$ cat config.mk
export PLATFORM = sky130hd
export DESIGN_NAME = pipelined_mux_n
export DESIGN_NICKNAME = d
export VERILOG_FILES = /design/src/rtl/pipelined_mux_n.sv
export SDC_FILE = /design/constraint.sdc
export NUM_CORES = 1
export LEC_CHECK = 0
export CAP_MARGIN = 30
export CORE_MARGIN = 10
export CORE_UTILIZATION = 55
export DETAILED_ROUTE_END_ITERATION = 10
export DONT_BUFFER_PORTS = 1
export HOLD_SLACK_MARGIN = 0.15
export PLACE_DENSITY = 0.7
export SLEW_MARGIN = 30
export SYNTH_ARGS = -nofsm -noshare
export SYNTH_HDL_FRONTEND = slang
export SYNTH_SLANG_ARGS = --single-unit
$ cat constraint.sdc
create_clock -name clk -period 1.8 [get_ports clk]
set_clock_uncertainty 0.05 [all_clocks]
set_input_delay 0.27 -clock clk [delete_from_list [all_inputs] [get_ports clk]]
set_output_delay 0.27 -clock clk [all_outputs]
set_load 0.02 [all_outputs]
$ cat src/rtl/pipelined_mux_n.sv
// pipelined_mux_n: N-to-1 word mux with registered, skid-buffered, back-pressured output.
// Define MUX_AUTO_SEL_EN to add the auto_mode port and round-robin select.
module pipelined_mux_n #(
    parameter int                WIDTH       = 32,
    parameter int                N           = 6,
    parameter int                SEL_W       = 3,
    parameter logic [WIDTH-1:0]  DEFAULT_VAL = '0,
    parameter int                CNT_W       = 16
) (
    input  logic                 clk,
    input  logic                 rst_n,
    input  logic [N*WIDTH-1:0]   in_data,
    input  logic [SEL_W-1:0]     sel,
    input  logic                 in_valid,
    output logic                 in_ready,
`ifdef MUX_AUTO_SEL_EN
    input  logic                 auto_mode,
`endif
    output logic [WIDTH-1:0]     out_data,
    output logic                 out_err,
    output logic                 out_valid,
    input  logic                 out_ready,
    output logic [CNT_W-1:0]     err_cnt
);
    localparam logic [SEL_W:0] N_V = (SEL_W+1)'(N);

    if (N < 2 || N > 16 || (2**SEL_W) < N) begin : g_bad_cfg
        $error("pipelined_mux_n: need 2 <= N <= 16 and 2**SEL_W >= N");
    end

    // Select slots beyond N read DEFAULT_VAL, so the mux never indexes past in_data.
    logic [WIDTH-1:0] words [2**SEL_W];
    for (genvar k = 0; k < 2**SEL_W; k++) begin : g_words
        if (k < N) begin : g_in
            assign words[k] = in_data[k*WIDTH +: WIDTH];
        end else begin : g_def
            assign words[k] = DEFAULT_VAL;
        end
    end

    logic [SEL_W-1:0] idx;
    logic             new_err;
`ifdef MUX_AUTO_SEL_EN
    localparam logic [SEL_W-1:0] N_M1 = SEL_W'(N - 1);
    logic [SEL_W-1:0] rr_ptr;
    assign idx     = auto_mode ? rr_ptr : sel;
    assign new_err = !auto_mode && ({1'b0, sel} >= N_V);
`else
    assign idx     = sel;
    assign new_err = {1'b0, sel} >= N_V;
`endif

    logic [WIDTH-1:0] word;
    logic             acc, drain, skid_valid, skid_next, skid_err;
    logic [WIDTH-1:0] skid_data;

    assign word      = words[idx];
    assign acc       = in_valid && in_ready;
    assign drain     = out_valid && out_ready;
    // in_ready is only ever low while the skid holds a word, so acc and a full skid never coincide.
    assign skid_next = skid_valid ? !drain : (acc && out_valid && !drain);

    always_ff @(posedge clk or negedge rst_n) begin
        if (!rst_n) begin
            out_valid  <= 1'b0;
            out_data   <= '0;
            out_err    <= 1'b0;
            skid_valid <= 1'b0;
            skid_data  <= '0;
            skid_err   <= 1'b0;
            in_ready   <= 1'b1;
            err_cnt    <= '0;
        end else begin
            skid_valid <= skid_next;
            in_ready   <= !skid_next;
            if (skid_valid) begin
                if (drain) begin
                    out_data <= skid_data;
                    out_err  <= skid_err;
                end
            end else if (acc) begin
                if (!out_valid || drain) begin
                    out_valid <= 1'b1;
                    out_data  <= word;
                    out_err   <= new_err;
                end else begin
                    skid_data <= word;
                    skid_err  <= new_err;
                end
            end else if (drain) begin
                out_valid <= 1'b0;
            end
            if (acc && new_err && err_cnt != {CNT_W{1'b1}})
                err_cnt <= err_cnt + 1'b1;
        end
    end

`ifdef MUX_AUTO_SEL_EN
    always_ff @(posedge clk or negedge rst_n) begin
        if (!rst_n)
            rr_ptr <= '0;
        else if (acc && auto_mode)
            rr_ptr <= (rr_ptr == N_M1) ? '0 : rr_ptr + 1'b1;
    end
`endif
endmodule

==> out/metrics.csv <==
metric,value,unit
dominant register cell in the synthesized netlist,sky130_fd_sc_hd__dfrtp_1,
leading cell types by count after synthesis,"sky130_fd_sc_hd__nor2_1 (102), sky130_fd_sc_hd__mux2i_1 (97), sky130_fd_sc_hd__dfrtp_1 (84)",
Syn Nets,759,
combinational family with the most area after synthesis,multiplexers,
normalized max-slew margin,69.4,%
complex-gate fraction of the synthesized area,13.3,%
top cells by area in the synthesized netlist,"sky130_fd_sc_hd__dfrtp_1 (41%), sky130_fd_sc_hd__mux2i_1 (19%), sky130_fd_sc_hd__nor2_1 (7.5%), sky130_fd_sc_hd__o211ai_1 (4.7%), sky130_fd_sc_hd__o22ai_1 (3.9%)",
fraction of power spent switching nets,39.3,%
worst-path fanout max,17,
Netlist cell types,40,
peak clock frequency supported by timing,578,MHz
combinational share of power,32.0,%
number of slew-limit violations in the final report,0,
synthesized netlist cell count,559,
fin crit period,1.73,ns
startpoint type of the worst setup path,flip-flop,
post-detailed-placement cell area,5280,sq um
Die Outline Area,13500,sq um
number of antenna-violating nets in the routed design,0,
clock slew at the register clock pins of the worst setup and hold paths,0.09,ns
clock tree buffer depth,2,
total negative slack,0,ns
die outline height,116,microns
"Data required, critical path",2.02,ns
worst-path cell chain,"nand3b_1, nor3b_4, buf_4, nor2_1, a21oi_1",
cell taking the most area after synthesis,sky130_fd_sc_hd__dfrtp_1,
global-route wire length before repair,23700,microns
sum of buffers and inverters on the critical path,1,
family with the most delay on the worst path,simple AND/OR/NAND/NOR gates,
maximum level of the CTS H-tree,3,
Setup crit end kind,flip-flop,
worst min path class,in2async,
minimum setup slack after placement,0.0868,ns
violated checks,negative hold slack,
average size of a mapped cell,9.07,sq um
fraction of post-synthesis cell area in the top cell type by area,41.4,%
overall routing resource usage,22.1,%
number of primary I/O pins,250,
flip-flop and latch count after synthesis,85,
simple-gate portion of the synthesized area,18.5,%
proportion of layout cells with a drive suffix above 1,10.7,%
final standard cell area without fillers,5610,sq um
number of DRC markers after the initial detailed-route iteration,178,
# rows,34,
# clock sinks,85,
max-cap viol count,0,
clock buffers created by TritonCTS,9,
antenna violations before repair,0,
worst skew pair latency,0.35,ns
post-detailed-route DRC marker count,0,
"Area growth, synth to finish",10.5,%
run status,"complete, but fails checks",
part of the Yosys area used for sequential elements,42.0,%
largest net degree at the start of global routing,86,
clock tree from TritonCTS,done,
count of nets after finishing,767,
ant diodes,0,
internal power consumption,0.00462,W
first drt pass iteration count,4,
multiplexer share of the synthesized area,19.6,%
detail-routed via count per cell,6.25,
standard cell with the maximum stage delay on the critical path,sky130_fd_sc_hd__dfstp_2,
area of the placeable core,8850,sq um
crit path launch,in_ready,
CP Data Arrival Time,1.95,ns
delay contributed by the slowest stage of the critical path,0.58,ns
aggregate global routing overflow,0,
HPWL after DPL,11700,microns
final setup violating endpoints,0,
gpl congestion,0.786,
Clock Power Share,20.8,%
peak supply drop,993,uV
adder-cell share of the synthesized area,0.247,%
Routed WL per cell,23.0,microns
power spent charging and discharging nets,0.00299,W
final period utilization,96.1,%
Clock Tree Root,sky130_fd_sc_hd__clkbuf_8,
IO buf count,0,
pwr dens,1360,nW/um^2
Routed Wire Length,15700,microns
async set-or-reset flop fraction in the synthesized netlist,100,%
"EDFF count, synth",0,
number of global-route vias before repair,4377,
share of the synthesized netlist area taken by xor and xnor gates,2.07,%
vias,4249,
number of warnings printed during yosys synthesis,0,
Hold WS,-0.441,ns
most repeated cell in the gate-level netlist after synthesis,sky130_fd_sc_hd__nor2_1,
starting density of the core,57.3,%
critical path type,reg2reg,
static leakage power,2.54,nW
register share of total power,47.2,%
synthesized area,5070,sq um
slew at the pin closest to its max-slew limit,0.456,ns
"Hold Violations, Final",85,
final critical-path setup slack,0.0704,ns
source of the worst register-to-register timing path,in_ready,
x dimension of the die,116,microns
==> cells by family after synthesis <==
| group | Yosys count |
|---|---|
| compound gates | 108 |
| mux | 99 |
| flops | 85 |
| fa+ha+maj | 1 |
| simple gates | 207 |
| buf+inv | 47 |
| xor+xnor | 12 |
==> final timing paths <==
check	to	depth (start not counted)	slack, ns
worst max-delay path	skid_data[1]	5	0.07
worst min-delay path	out_data[18]	0	-0.44
worst max register to register	skid_data[1]	5	0.07
worst min register to register	out_data[0]	2	0.48
max in group asynchronous	in_ready	0	1.92
min in group clk	skid_valid	3	0.18
==> through the flow <==
stage               std cells  power, W  util [%]
floorplan                 559   0.00526         -
global placement          657   0.00591      59.7
detailed placement        657   0.00604      59.7
CTS                       677   0.00765      62.9
global route              680   0.00816      63.4
finish                    680   0.00761      63.4
==> power groups by stage <==
stage               registers (W)  logic, W  clock network [W]
floorplan                 0.00355   0.00171                  0
global placement          0.00362   0.00230                  0
detailed placement        0.00364   0.00240                  0
CTS                       0.00360   0.00243            0.00162
global route              0.00370   0.00274            0.00172
finish                    0.00359   0.00244            0.00158
==> metal layers <==
layer  vias up  wire length, microns  global-route usage, %
met5         -                     0                      0
met4         0                   348                   6.67
met3        20                  1740                   10.3
met2       192                  8150                   39.4
met1      2020                  5430                   22.7
li1       2017                     -                      -
==> final cells by class <==
type / instances / area, sq um
fill: 782 / 3240
inverter: 3 / 11.3
sequential: 85 / 2130
tap: 108 / 135
multi-input combinational: 427 / 2750
clock buffer: 12 / 165
timing repair buffer: 41 / 344
clock inverter: 4 / 77.6
==> sequential cells by signal, summed over array words and instances (netlist names) <==
register and flops:
out_err 1, skid_valid 1, skid_data 32, skid_err 1, out_data 32, in_ready 1, out_valid 1, err_cnt 16
==> layout by cell type (no fill, tap or decap), types with 2 or more instances in the layout <==
cell	instances
sky130_fd_sc_hd__a21o_1	2
sky130_fd_sc_hd__and3_1	2
sky130_fd_sc_hd__o22ai_1	32
sky130_fd_sc_hd__a21oi_1	35
sky130_fd_sc_hd__dlygate4sd3_1	5
sky130_fd_sc_hd__buf_4	33
sky130_fd_sc_hd__xnor2_1	8
sky130_fd_sc_hd__nor3_1	2
sky130_fd_sc_hd__dfrtp_1	84
sky130_fd_sc_hd__clkbuf_8	12
sky130_fd_sc_hd__nor2_1	102
sky130_fd_sc_hd__mux2i_1	97
sky130_fd_sc_hd__nand4_1	6
sky130_fd_sc_hd__nand3_1	37
sky130_fd_sc_hd__inv_1	3
sky130_fd_sc_hd__a31oi_1	3
sky130_fd_sc_hd__or3_1	2
sky130_fd_sc_hd__o211ai_1	32
sky130_fd_sc_hd__nand2b_1	3
sky130_fd_sc_hd__o21ai_0	2
sky130_fd_sc_hd__xor2_1	4
sky130_fd_sc_hd__nand2_1	41
sky130_fd_sc_hd__bufinv_16	2
==> repair_timing <==
| action | 4_1_cts | 5_1_grt |
|---|---|---|
| hold buffers | 4 | 1 |
| gates resized for setup | 0 | 6 |
| buffers inserted | 0 | 1 |
| setup endpoints to repair | 0 | 26 |
| hold endpoints to repair | 89 | 86 |
==> worst register-to-register path, delay by kind of cell (launching register included) <==
kind | cells | cell delay (ns)
simple gates | 3 | 0.62
flops | 1 | 0.58
buf+inv | 1 | 0.30
compound gates | 1 | 0.11
No activity file was read; power rests on OpenSTA's default activity.
==> RTL change 1, RTL diff (same flow settings) <==
`WIDTH`: 32 -> 28.
--- a/src/rtl/pipelined_mux_n.sv
+++ b/src/rtl/pipelined_mux_n.sv
@@ -1,7 +1,7 @@
 // pipelined_mux_n: N-to-1 word mux with registered, skid-buffered, back-pressured output.
 // Define MUX_AUTO_SEL_EN to add the auto_mode port and round-robin select.
 module pipelined_mux_n #(
-    parameter int                WIDTH       = 32,
+    parameter int                WIDTH       = 28,
     parameter int                N           = 6,
     parameter int                SEL_W       = 3,
     parameter logic [WIDTH-1:0]  DEFAULT_VAL = '0,
Interface: changed (resized in_data and out_data); port bits go from 250 to 222. The function was not compared with the original's and may differ.
==> RTL change 1 against the unedited design <==
The run still ends with negative hold slack left; routed wire length shrank 19%; total power shrank 5.3%; sequential cell count shrank 8; sequential power shrank 6.7%; worst setup slack gained 0.061 ns; count of clock-buffer cells in the layout shrank 2; area after synthesis shrank 12%; critical path depth grew 1; design area shrank 12%; global-route usage shrank 1.8 points; sequential share of layout area grew 1.0 points; die area shrank 9.7%; first-iteration DRC count shrank 25%; largest cell class unchanged; largest power group unchanged; highest routed layer is now met5.
==> RTL change 1: results (changes against the unedited design) <==
DP Area=4650 um^2 (-12%); status=complete, but fails checks; Worst R2R End=err_cnt[1]$_DFFE_PN0P_; synth unique cells=36 (-10%); CP max-delay cell=dfrtp_1; initial antenna violation count=1 (+1); DRT iter0 DRCs=133 (-25%); biggest regs=out_data (28), skid_data (28), err_cnt (16); non-filler cells, final=550 (-19%); fill cell count=650 (-17%); dpl cells=530 (-19%); Reg2Reg Launch Point=err_cnt[0]$_DFFE_PN0P_; Crit Path Max Fanout=10 (-7); worst vdd ir=0.715 mV (-28%); kind of cell adding the most delay to the critical path=flip-flops; DR WL/cell=23.1 um (+0.39%); share of layout cells above drive strength 1=20.3% (+9.6 points); relative slew slack=62.0% (-7.4 points); GRT Total Usage=20.3% (-1.8 points); post-synthesis average cell area=10.4 um^2 (+14%); clock buffer count from CTS=9 (unchanged); Net Sw Frac=39.3% (about the same); hold_ws=-0.439 ns (+0.00147 ns); dpl hpwl=9650 um (-17%); vias in the first global route=3492 (-20%); dpl ws=0.123 ns (+0.0361 ns); first-pass GRT wire length=19200 um (-19%); fin nets=619 (-19%); Seq group=3.35 mW (-6.7%); top cells by count, synth=dfrtp_1 (76), nor2_1 (58), a21oi_1 (54); R2R setup slack=0.13 ns (+0.06 ns); largest net degree at the start of global routing=78 (-9.3%); GP Congestion=0.758 (-3.6%); via count=3365 (-21%); Seq/Total Area, Yosys=43.0% (+1.1 points); Detailed Routing Iterations Pass 1=4 (unchanged); final hold violation count=77 (-9.4%); total combinational power=2.30 mW (-6%); Leak=2.09 nW (-18%); pwr dens=1460 nW/um^2 (+7.4%); CP max stage delay=0.39 ns (-0.19 ns); failing checks=negative hold slack; Arr. time, crit path=1.85 ns (-0.10 ns); synth top area cells=dfrtp_1 (42%), mux4_2 (14%), mux2i_1 (6.5%); syn nets=608 (-20%)
-- RTL change 1: cell types whose count changed after synthesis, moves of 11 or more --
cell,change
mux2i_1,-68
a21oi_1,+18
nor2_1,-44
o22ai_1,-32
buf_2,-11
mux4_2,+28
-- RTL change 1: cells by family after synthesis --
logic type | share of synthesized area, %
AO/OA/AOI/OAI | 13.0
XOR/XNOR | 2.93
adder cells (fa/ha/maj) | 0.279
buffers and inverters | 5.14
flip-flops | 43.0
multiplexers | 20.8
AND/OR/NAND/NOR | 14.8
-- RTL change 1: worst max-delay path by stage --
| stage | start | to | slack (ns) |
|---|---|---|---|
| after floorplan | err_cnt[0]$_DFFE_PN0P_ | err_cnt[12]$_DFFE_PN0P_ | 0.04 |
| after global placement | err_cnt[0]$_DFFE_PN0P_ | err_cnt[1]$_DFFE_PN0P_ | 0.17 |
| after detailed placement | err_cnt[0]$_DFFE_PN0P_ | err_cnt[1]$_DFFE_PN0P_ | 0.12 |
| after CTS | err_cnt[0]$_DFFE_PN0P_ | err_cnt[1]$_DFFE_PN0P_ | 0.10 |
| after global routing | err_cnt[0]$_DFFE_PN0P_ | err_cnt[1]$_DFFE_PN0P_ | 0.02 |
| final | err_cnt[0]$_DFFE_PN0P_ | err_cnt[1]$_DFFE_PN0P_ | 0.13 |
-- RTL change 1: routing by layer --
metal,global-route usage (%),wire [um],part of all wire (%),vias up
met5,0,7,0.055,-
met4,5.05,91,0.72,2
met3,8.71,1550,12,9
met2,34.7,6540,51,164
met1,23.0,4530,36,1599
li1,-,-,-,1591
-- RTL change 1: area by class of cell --
class	count	area, um^2	area share, %
Clock inverter	6	111	2.25
Timing Repair Buffer	34	282	5.69
Inverter	6	22.5	0.456
Sequential cell	77	1930	39.0
Tap cell	102	128	2.58
Multi-Input combinational cell	315	2340	47.4
Clock buffer	10	128	2.58
==> RTL change 2, RTL diff (same flow settings) <==
Without the edit above. Put one more register stage on the output `out_err`, with the module's reset. The value now appears one clock later. The other outputs are not delayed to match.
--- a/src/rtl/pipelined_mux_n.sv
+++ b/src/rtl/pipelined_mux_n.sv
@@ -23,6 +23,8 @@
     output logic [CNT_W-1:0]     err_cnt
 );
     localparam logic [SEL_W:0] N_V = (SEL_W+1)'(N);
+
+    logic out_err_s0;
 
     if (N < 2 || N > 16 || (2**SEL_W) < N) begin : g_bad_cfg
         $error("pipelined_mux_n: need 2 <= N <= 16 and 2**SEL_W >= N");
@@ -64,7 +66,7 @@
         if (!rst_n) begin
             out_valid  <= 1'b0;
             out_data   <= '0;
-            out_err    <= 1'b0;
+            out_err_s0 <= 1'b0;
             skid_valid <= 1'b0;
             skid_data  <= '0;
             skid_err   <= 1'b0;
@@ -76,13 +78,13 @@
             if (skid_valid) begin
                 if (drain) begin
                     out_data <= skid_data;
-                    out_err  <= skid_err;
+                    out_err_s0 <= skid_err;
                 end
             end else if (acc) begin
                 if (!out_valid || drain) begin
                     out_valid <= 1'b1;
                     out_data  <= word;
-                    out_err   <= new_err;
+                    out_err_s0 <= new_err;
                 end else begin
                     skid_data <= word;
                     skid_err  <= new_err;
@@ -103,5 +105,13 @@
             rr_ptr <= (rr_ptr == N_M1) ? '0 : rr_ptr + 1'b1;
     end
 `endif
+    always_ff @(posedge clk or negedge rst_n) begin
+        if (!rst_n) begin
+            out_err <= '0;
+        end else begin
+            out_err <= out_err_s0;
+        end
+    end
+
 endmodule
 
Function: changed (a bounded check fails within 4 cycles, from zero or initial values and one cycle with rst_n low).
==> RTL change 2 against the unedited design <==
Design area increased by 4.4%; the run still ends with negative hold slack left; maximum frequency increased by 2.5%; sequential cell count increased by 1; core utilization decreased by 0.91 points; worst setup slack improved by 0.043 ns; critical path depth increased by 1; total power increased by 4.2%; largest power group unchanged; area after synthesis increased by 5.7%; routed wire length increased by 0.20%.
==> RTL change 2: results (changes against the unedited design) <==
Seq/Total Area, Yosys=40.2% (-1.8 points); first-pass GRT wire length=25000 um (+5.5%); share of layout cells above drive strength 1=10.9% (+0.26 points); vias in the first global route=4669 (+6.7%); Antenna Cells=0 (unchanged); P_clk=1.48 mW (-6%); Most used DFF post-synth=dfrtp_1; status=complete, but fails checks; Leak=2.64 nW (+3.7%); dpl hpwl=12000 um (+2.6%); Seq group=3.72 mW (+4%); synth unique cells=40 (unchanged); hold_ws=-0.452 ns (-0.0116 ns); Final setup viols=0 (unchanged); failing checks=negative hold slack; Compound-Gate Fraction of Synth Area=16.8% (+3.5 points); top sig layer=met4; biggest regs=out_data (32), skid_data (32), err_cnt (16); final hold violation count=86 (+1.2%); adder-cell share of the synthesized area=0.233% (-0.013 points); # hold bufs at CTS=4 (unchanged); DRT iter0 DRCs=266 (+49%); synth top area cells=dfrtp_1 (40%), mux2i_1 (18%), nor2_1 (6.9%); GP Congestion=0.859 (+9.3%); Yosys warning count=0 (unchanged); fin nets=799 (+4.2%); worst vdd ir=0.671 mV (-32%); dpl ws=0.124 ns (+0.0374 ns); critical path class=reg2reg; post-synthesis xor/xnor area fraction=1.80% (-0.27 points); Crit Path Max Fanout=5 (-12); metal2 WL=7700 um (-5.5%); Root Buffer=clkbuf_8; Net Sw Frac=40.1% (+0.87 points); syn nets=794 (+4.6%); clk_lat worst skew=0.35 ns (about the same); Reg2Reg Launch Point=err_cnt[0]$_DFFE_PN0P_; initial antenna violation count=0 (unchanged); fill cell count=846 (+8.2%); largest net degree at the start of global routing=87 (+1.2%); pwr dens=1350 nW/um^2 (-0.16%); Via density=6.07 (-2.8%); top cells by count, synth=nor2_1 (98), mux2i_1 (96), dfrtp_1 (85); kind of cell adding the most delay to the critical path=flip-flops; multiplexer share of the synthesized area=18.2% (-1.4 points); relative slew slack=71.6% (+2.2 points); M1 wire length=6480 um (+19%); met3 wire length=1200 um (-31%); worst hold-check path type=in2async; CP max stage delay=0.43 ns (-0.15 ns); DR WL/cell=21.4 um (-7.0%); GRT Total Usage=21.7% (-0.45 points); Detailed Routing Iterations Pass 1=4 (unchanged); Arr. time, crit path=1.92 ns (-0.03 ns); CP max-delay cell=dfrtp_2; Port-buffer cells=0 (unchanged)
==> RTL change 2: kinds of logic after synthesis <==
| kind of cell | Yosys count |
|---|---|
| and+or+nand+nor | 203 |
| buffers and inverters | 49 |
| AOI/OAI and AO/OA | 147 |
| DFF | 86 |
| adders and majority gates | 1 |
| xor gates and xnor gates | 11 |
| muxes | 97 |
==> RTL change 2: timing repair <==
| item | CTS | global route |
|---|---|---|
| endpoints found under the hold margin | 91 | 86 |
| endpoints found under the setup margin | 0 | 0 |
| gates resized for setup | 0 | 0 |
==> RTL change 2: per-layer routing <==
layer / vias up / GRT usage [%]
li1: 2125 / -
met3: 22 / 7.19
met4: 0 / 7.18
met1: 2105 / 26.2
met5: - / 0
met2: 200 / 35.5
==> RTL change 2: area by class of cell <==
cell class | count | area, um^2 | share of cell area [%]
flip-flops and latches | 86 | 2160 | 36.9
inverters | 4 | 15.0 | 0.257
well taps | 129 | 161 | 2.76
multi-input cells | 459 | 2990 | 51.1
repair buffers | 39 | 315 | 5.39
clock buffers | 10 | 128 | 2.18
clock inverters | 6 | 86.3 | 1.47
==> RTL change 2: per-stage QoR <==
stage | instance area [um^2] | cells
after floorplan | 5380 | 594
after global placement | 5600 | 713
after detailed placement | 5600 | 713
after CTS | 5850 | 733
after global routing | 5850 | 733
final | 5850 | 733
==> RTL change 2: worst paths after layout <==
check	end	slack, ns	cells after the start
max	err_cnt[10]$_DFFE_PN0P_	0.11	6
min	out_data[17]$_DFFE_PN0P_	-0.45	0
max reg2reg	err_cnt[10]$_DFFE_PN0P_	0.11	6
min reg2reg	out_err$_DFF_PN0_	0.33	0
max in group asynchronous	in_ready$_DFF_PN1_	1.95	0
min in group clk	skid_valid$_DFF_PN0_	0.18	3
